File: src/rtl/alu_operand_loader_pkg.sv
// Shared definitions for the ALU operand loader.
// State encodings and beat-count helpers.
package alu_operand_loader_pkg;

    localparam logic [1:0] S_OP   = 2'd0;
    localparam logic [1:0] S_A    = 2'd1;
    localparam logic [1:0] S_B    = 2'd2;
    localparam logic [1:0] S_HOLD = 2'd3;

    function automatic int beats_f(input int n, input int bus_w);
        return n / bus_w;
    endfunction

    function automatic int cnt_w_f(input int beats);
        return (beats > 1) ? $clog2(beats) : 1;
    endfunction

    function automatic bit legal_f(input int n, input int bus_w,
                                   input int op_w);
        return (bus_w > 0) && (n % bus_w == 0) && (op_w <= bus_w);
    endfunction

endpackage

File: src/rtl/alu_operand_loader_beat_shift_reg.sv
// Slice-write register: one BUS_W beat written per load at index idx_i.
// next_o shows the register value with the pending beat merged in.
module beat_shift_reg #(
    parameter int N     = 8,
    parameter int BUS_W = 4,
    parameter int IDX_W = 1
) (
    input  logic             clk,
    input  logic             rst_n,
    input  logic             load_i,
    input  logic [IDX_W-1:0] idx_i,
    input  logic [BUS_W-1:0] data_i,
    output logic [N-1:0]     q_o,
    output logic [N-1:0]     next_o
);

    logic [N-1:0] q_q;

    always_comb begin
        next_o = q_q;
        next_o[idx_i*BUS_W +: BUS_W] = data_i;
    end

    always_ff @(posedge clk or negedge rst_n) begin
        if (!rst_n) begin
            q_q <= '0;
        end else if (load_i) begin
            q_q <= next_o;
        end
    end

    assign q_o = q_q;

endmodule

File: src/rtl/alu_operand_loader.sv
// Host-bus operand loader: gathers opcode/A/B beat by beat and presents
// them to the ALU as one atomic, held set until acknowledged.
module alu_operand_loader
    import alu_operand_loader_pkg::*;
#(
    parameter int N     = 8,
    parameter int BUS_W = 4,
    parameter int OP_W  = 4
) (
    input  logic             clk,
    input  logic             rst_n,
    input  logic [BUS_W-1:0] bus_data,
    input  logic             wr,
    input  logic             clr,
    output logic             ready,
    output logic [OP_W-1:0]  op,
    output logic [N-1:0]     a,
    output logic [N-1:0]     b,
    output logic             valid,
    input  logic             ack
);

    localparam int BEATS = beats_f(N, BUS_W);
    localparam int CNT_W = cnt_w_f(BEATS);
    localparam logic [CNT_W-1:0] LAST = CNT_W'(BEATS - 1);

    generate
        if (!legal_f(N, BUS_W, OP_W)) begin : g_illegal
            $error("alu_operand_loader: need N %% BUS_W == 0 and OP_W <= BUS_W");
        end
    endgenerate

    logic [1:0]      state_q, state_d;
    logic [CNT_W-1:0] cnt_q, cnt_d;
    logic [OP_W-1:0] op_sh_q, op_sh_d;
    logic [OP_W-1:0] op_q;
    logic [N-1:0]    a_q, b_q;
    logic            valid_q, valid_d;
    logic            ready_q;

    logic [N-1:0] a_sh, a_next, b_sh, b_next;
    logic accept, take, last, ld_a, ld_b, commit;

    assign accept = wr & ready_q;
    assign take   = accept & ~clr;
    assign last   = (cnt_q == LAST);
    assign ld_a   = take & (state_q == S_A);
    assign ld_b   = take & (state_q == S_B);
    assign commit = ld_b & last;

    beat_shift_reg #(.N(N), .BUS_W(BUS_W), .IDX_W(CNT_W)) u_sh_a (
        .clk    (clk),
        .rst_n  (rst_n),
        .load_i (ld_a),
        .idx_i  (cnt_q),
        .data_i (bus_data),
        .q_o    (a_sh),
        .next_o (a_next)
    );

    beat_shift_reg #(.N(N), .BUS_W(BUS_W), .IDX_W(CNT_W)) u_sh_b (
        .clk    (clk),
        .rst_n  (rst_n),
        .load_i (ld_b),
        .idx_i  (cnt_q),
        .data_i (bus_data),
        .q_o    (b_sh),
        .next_o (b_next)
    );

    logic unused_bits;
    assign unused_bits = ^{a_next, b_sh, bus_data};

    always_comb begin
        state_d = state_q;
        cnt_d   = cnt_q;
        op_sh_d = op_sh_q;
        valid_d = valid_q;
        if (clr) begin
            state_d = S_OP;
            cnt_d   = '0;
            valid_d = 1'b0;
        end else begin
            case (state_q)
                S_OP: if (accept) begin
                    op_sh_d = bus_data[OP_W-1:0];
                    state_d = S_A;
                end
                S_A: if (accept) begin
                    if (last) begin
                        cnt_d   = '0;
                        state_d = S_B;
                    end else begin
                        cnt_d = cnt_q + 1'b1;
                    end
                end
                S_B: if (accept) begin
                    if (last) begin
                        cnt_d   = '0;
                        state_d = S_HOLD;
                        valid_d = 1'b1;
                    end else begin
                        cnt_d = cnt_q + 1'b1;
                    end
                end
                S_HOLD: if (ack) begin
                    state_d = S_OP;
                    valid_d = 1'b0;
                end
                default: state_d = S_OP;
            endcase
        end
    end

    always_ff @(posedge clk or negedge rst_n) begin
        if (!rst_n) begin
            state_q <= S_OP;
            cnt_q   <= '0;
            op_sh_q <= '0;
            op_q    <= '0;
            a_q     <= '0;
            b_q     <= '0;
            valid_q <= 1'b0;
            ready_q <= 1'b1;
        end else begin
            state_q <= state_d;
            cnt_q   <= cnt_d;
            op_sh_q <= op_sh_d;
            valid_q <= valid_d;
            ready_q <= (state_d != S_HOLD);
            // Final B beat bypasses its shadow so the set lands in one edge
            if (commit) begin
                op_q <= op_sh_q;
                a_q  <= a_sh;
                b_q  <= b_next;
            end
        end
    end

    assign ready = ready_q;
    assign valid = valid_q;
    assign op    = op_q;
    assign a     = a_q;
    assign b     = b_q;

endmodule

File: config.mk
export PLATFORM = sky130hd
export DESIGN_NAME = alu_operand_loader
export DESIGN_NICKNAME = d
export VERILOG_FILES = /design/src/rtl/alu_operand_loader_pkg.sv /design/src/rtl/alu_operand_loader_beat_shift_reg.sv /design/src/rtl/alu_operand_loader.sv
export SDC_FILE = /design/constraint.sdc
export NUM_CORES = 1
export LEC_CHECK = 0
export ABC_CLOCK_PERIOD_IN_PS = 1450
export BUFFER_PORTS_ARGS = -buffer_cell sky130_fd_sc_hd__buf_2
export CAP_MARGIN = 20
export CORE_MARGIN = 2
export CORE_UTILIZATION = 49
export DETAILED_ROUTE_END_ITERATION = 6
export PLACE_DENSITY_LB_ADDON = 0.05
export SLEW_MARGIN = 20
export SYNTH_ARGS = -nofsm -noshare
export SYNTH_HDL_FRONTEND = slang
export SYNTH_SLANG_ARGS = --single-unit
File: constraint.sdc
create_clock -name clk -period 1.45 [get_ports clk]
set_input_delay 0.29 -clock clk [delete_from_list [all_inputs] [get_ports clk]]
set_output_delay 0.29 -clock clk [all_outputs]
set_load 0.02 [all_outputs]
Yosys cells after proc, flatten, opt, wreduce, memory -nomap -nowiden --
Cells that the tools add are included.
Operators by class: bitwise operators 6, equal/unequal tests 7, add/subtract/negate cells 2, mux-type cells 19, reduce and logical (&&, ||, !) cells 8, shift operators 2
Operator list (number):
- $neg A3 Y34 | 1
- $shift A4 B34 Y8 const A | 1
- $shiftx A4 B34 Y8 | 1
- $bwmux W8 | 2
- $mux W2 | 7
- $ne A3 B3 Y1 const B | 3
- $mux W1 | 8
- $pmux W2 S4 | 1
- $and A1 B1 Y1 | 5
- $eq A2 B2 Y1 const B | 2
- $reduce_and A4 Y1 | 1
- $reduce_bool A2 Y1 | 2
- $reduce_and A3 Y1 | 1
- $reduce_bool A3 Y1 | 1
- $eq A2 B1 Y1 const B | 1
- $logic_not A2 Y1 | 1
- $ne A2 B2 Y1 const B | 1
- $pmux W1 S2 | 1
- $reduce_and A2 Y1 | 1
- $reduce_or A2 Y1 | 1
- $add A1 B1 Y1 const B | 1
- $not A1 Y1 | 1
Storage, ports and cells: word-level logic and storage cells 54, flip-flop bits (word level) 45, input bits 9, output and inout port bits 22

Logic depth before layout (Yosys ltp) --
depth in word-level cells 5, depth in mapped cells 6, depth with buffers taken out 5

Modules after synthesis --
Synthesis repeated with hierarchy kept, for this count alone.
Unflattened totals: cells, all modules 142, area, all modules 2173.3 um^2
By module, submodules not included:
- alu_operand_loader | area an instance 1320.0 um^2, sequential area each 726.9 um^2, instances 1, cells an instance 88
- beat_shift_reg | area an instance 426.7 um^2, sequential area each 200.2 um^2, instances 2, cells an instance 27

Worst setup path before layout --
Ideal clock, no wire load.
path kind register -> register, start register ready_q, in the netlist ready, end register a_q[0], in the netlist a[0], setup slack -0.270 ns, buffers on the path 3, library setup time 0.125 ns, period minus slack after synthesis 1.720 ns, data required time 1.325 ns, stages on the path, launching flop included 7, arrival time 1.595 ns, cell sequence dfstp_2 -> and2_4 -> buf_6 -> and4b_1 -> buf_6 -> buf_12 -> mux2_4
On the way: longest elaborated chain between the ends 4
RTL lines:
- start, declared | RTL line alu_operand_loader.sv:39 | logic ready_q;
- start signal, assigned | RTL line alu_operand_loader.sv:130 | ready_q <= (state_d != S_HOLD);
- $and A1 B1 Y1 | RTL line alu_operand_loader.sv:44 | assign accept = wr & ready_q;
- $and A1 B1 Y1 | RTL line alu_operand_loader.sv:45 | assign take = accept & ~clr;
- $and A1 B1 Y1 | RTL line alu_operand_loader.sv:48 | assign ld_b = take & (state_q == S_B);
- $and A1 B1 Y1 | RTL line alu_operand_loader.sv:49 | assign commit = ld_b & last;
- end signal, assigned | RTL line alu_operand_loader.sv:134 | a_q <= a_sh;
- end, declared | RTL line alu_operand_loader.sv:37 | logic [N-1:0] a_q, b_q;
Every way passes these cells. A chain may end at the register's enable or synchronous reset.

Final worst setup path --
start register ready_q, in the netlist ready, end register a_q[6], in the netlist a[6]
Same word-level chain as after synthesis.

==> impl_metrics.json <==
{
  "outcome": "finished with violations",
  "violations": "setup timing",
  "io-pin-count": 31,
  "core.rowCount": 22,
  "holdPathStages": 2,
  "arrival_ps": 1710,
  "setup-tns-final_ps": -1670,
  "routed_via_density": 5.148,
  "min_path_type": "in -> reg",
  "chipHeight_um": 64.58,
  "fin_crit_sh_pct": 106.1,
  "wl_met3_um": 107,
  "p_per_area_nw_per_um2": 1039,
  "drt_wl_total_mm": 3.402,
  "insertion_delay_ps": 290,
  "worst_slack_ps": -88.40,
  "finalCriticalPeriod_ps": 1538,
  "top_layer": "met4",
  "startpoint_type": "flip-flop",
  "cp_max_fo": 8,
  "nets": 180,
  "drive_above_1_share_pct": 63.10,
  "synth_flop_cell": "dfrtp_1",
  "drc": 0,
  "clk_pin_slew_ps": 80,
  "dieArea_um2": 4170,
  "post_drt_wl_per_cell_um": 15.75,
  "async_flop_share_pct": 100.0,
  "grt_max_degree": 23,
  "hold_viol": 0,
  "netlist.area_leader.share_pct": 55.67,
  "crit_type": "reg -> reg",
  "route.met2.wl_mm": 1.681,
  "design.core.area_um2": 3606,
  "fmax_mhz": 650.0,
  "setup_viol": 24,
  "synthTopCellsByCount": "40 x dfrtp_1, 20 x mux2_2, 16 x mux2_4",
  "clock-sinks": 41,
  "clock_skew_ps": 8.486,
  "synth.yosys.seq_area_share_pct": 57.13,
  "ys_types": 25,
  "tightest_slew_ps": 466.8,
  "grt.overflow.total": 0,
  "grt_use_total_pct": 18.61,
  "place_congestion": 0.8327,
  "num_antenna_cells": 0,
  "grt_pass1_vias": 1154,
  "max-cap-violations": 0,
  "rsz0062_at_grt": "true",
  "synth_seq_cells": 41,
  "via_count": 1112,
  "syn_inst": 117,
  "initial_core_util_pct": 49.86,
  "synth_area_leader_cell": "dfrtp_1",
  "portBuffers": 30,
  "hpwl_mm": 2.417,
  "leakagePower_nw": 1.152,
  "met1_length_mm": 1.564,
  "syn_nets": 130,
  "cp-end-kind": "flip-flop",
  "cts.path.max_buffers": 2,
  "avgSynthCellArea_um2": 15.37,
  "area_growth_pct": 27.56,
  "synth_most_common_cell": "dfrtp_1",
  "grt_pass1_wl_mm": 5.837,
  "max-slew-margin-rel_pct": 68.88,
  "die_x_um": 64.58,
  "root_buffer": "clkbuf_8",
  "slew_violations": 0,
  "h-tree-depth": 2,
  "pre_cts_ws_ps": -145.0,
  "dr.pass1.iters": 2,
  "cts_made_buffers": 5,
  "antenna_found_initial": 0,
  "ir_worst_vdd_mv": 0.5855,
  "ant_nets": 0,
  "critical_path_required_ps": 1630,
  "power.total_mw": 2.383,
  "synthTopCellsByArea": "dfrtp_1 56%, mux2_4 13%, mux2_2 13%",
  "synth_edf_count": 0,
  "rr_worst_depth": 4,
  "syn_area_um2": 1798,
  "first_iter_violations": 38,
  "yosys_warnings": 0,
  "cts_tree": "built"
}
## worst paths after layout
path | slack (ps) | startpoint | endpoint
max | -90 | ready | a[6]
min | 300 | bus_data[3] | b[7]
max reg2reg | -90 | ready | a[6]
min reg2reg | 510 | b[3] | b[3]
max in group asynchronous | 480 | rst_n | a[6]
min in group asynchronous | 500 | rst_n | u_sh_b.q_o[0]
## cells in the final DEF (no fill, tap or decap)
| cell type | count |
|---|---|
| nand2b_4 | 1 |
| buf_8 | 1 |
| dfrtp_1 | 40 |
| and3_4 | 1 |
| buf_2 | 30 |
| a31oi_1 | 1 |
| and2_1 | 1 |
| buf_12 | 1 |
| o211ai_1 | 1 |
| o21ai_2 | 1 |
| nor2b_4 | 1 |
| a22oi_1 | 1 |
| nor2_1 | 4 |
| inv_1 | 1 |
| nand2_1 | 3 |
| ha_2 | 1 |
| nand3_1 | 3 |
| clkbuf_8 | 6 |
| a2111oi_4 | 1 |
| nand3_2 | 2 |
| clkinv_4 | 1 |
| mux2_2 | 15 |
| buf_4 | 12 |
| xor2_1 | 1 |
| and4b_2 | 2 |
| dfstp_2 | 1 |
| and2_4 | 1 |
| inv_2 | 2 |
| buf_6 | 2 |
| ha_1 | 1 |
| mux2i_1 | 1 |
| clkinv_2 | 1 |
| ha_4 | 2 |
| dlygate4sd3_1 | 1 |
| mux2_4 | 21 |
| a21oi_1 | 3 |
## layer usage
layer  vias up  GRT usage [%]
met4         0          7.181
met3         6          4.340
li1        508              -
met5         -              0
met1       570          24.17
met2        28          30.34
## critical path, stage by stage, from the launching register on
cell     delay, ps
dfstp_2        530
and2_4         150
and4b_2        260
buf_6          180
mux2_4         310
## final cells by class
class,count,area [µm²]
tap,48,60.06
fill,280,1313
sequential,41,1027
clock buffer,6,82.58
multi-input combinational,69,790.8
timing repair buffer,47,307.8
inverter,3,11.26
clock inverter,2,13.76
## cells by family after synthesis
| logic type | after synthesis | synth area share (%) |
|---|---|---|
| AND/OR/NAND/NOR | 19 | 5.916 |
| adder cells (fa/ha/maj) | 4 | 2.784 |
| multiplexers | 37 | 26.44 |
| flip-flops | 41 | 57.13 |
| buffers and inverters | 7 | 4.106 |
| XOR/XNOR | 1 | 0.4872 |
| AO/OA/AOI/OAI | 8 | 3.131 |
## timing repair
action	4_1_cts	5_1_grt
hold endpoints to repair	18	0
hold buffers	1	0
resized for setup	19	6
setup endpoints to repair	38	34
pin swaps	4	5
buffers inserted	2	1
## where the power goes
part           total [mW]  switching (mW)  leakage, nW  internal [mW]
Clock               0.783           0.397       0.0512          0.386
Sequential           1.31          0.0620        0.548           1.25
Combinational       0.287           0.129        0.553          0.158
Total                2.38           0.589         1.15           1.79
## registers in the layout (all words and copies together), names as in the netlist
name and cells:
u_sh_a.q_o 8, b 8, state_q 2, a 8, u_sh_b.q_o 4, ready 1, op 4, cnt_q 1
valid 1, op_sh_q 4
## metrics by stage
stage	hold slack, ps	util (%)	instances	cell area [µm²]
floorplan	-5.591	-	117	1809
global placement	269.2	57.32	204	2067
detailed placement	269.4	57.32	204	2067
CTS	302.0	62.60	215	2257
global route	302.4	63.60	216	2293
finish	299.4	63.60	216	2293
Note: power is estimated with default switching activity, not from simulation.
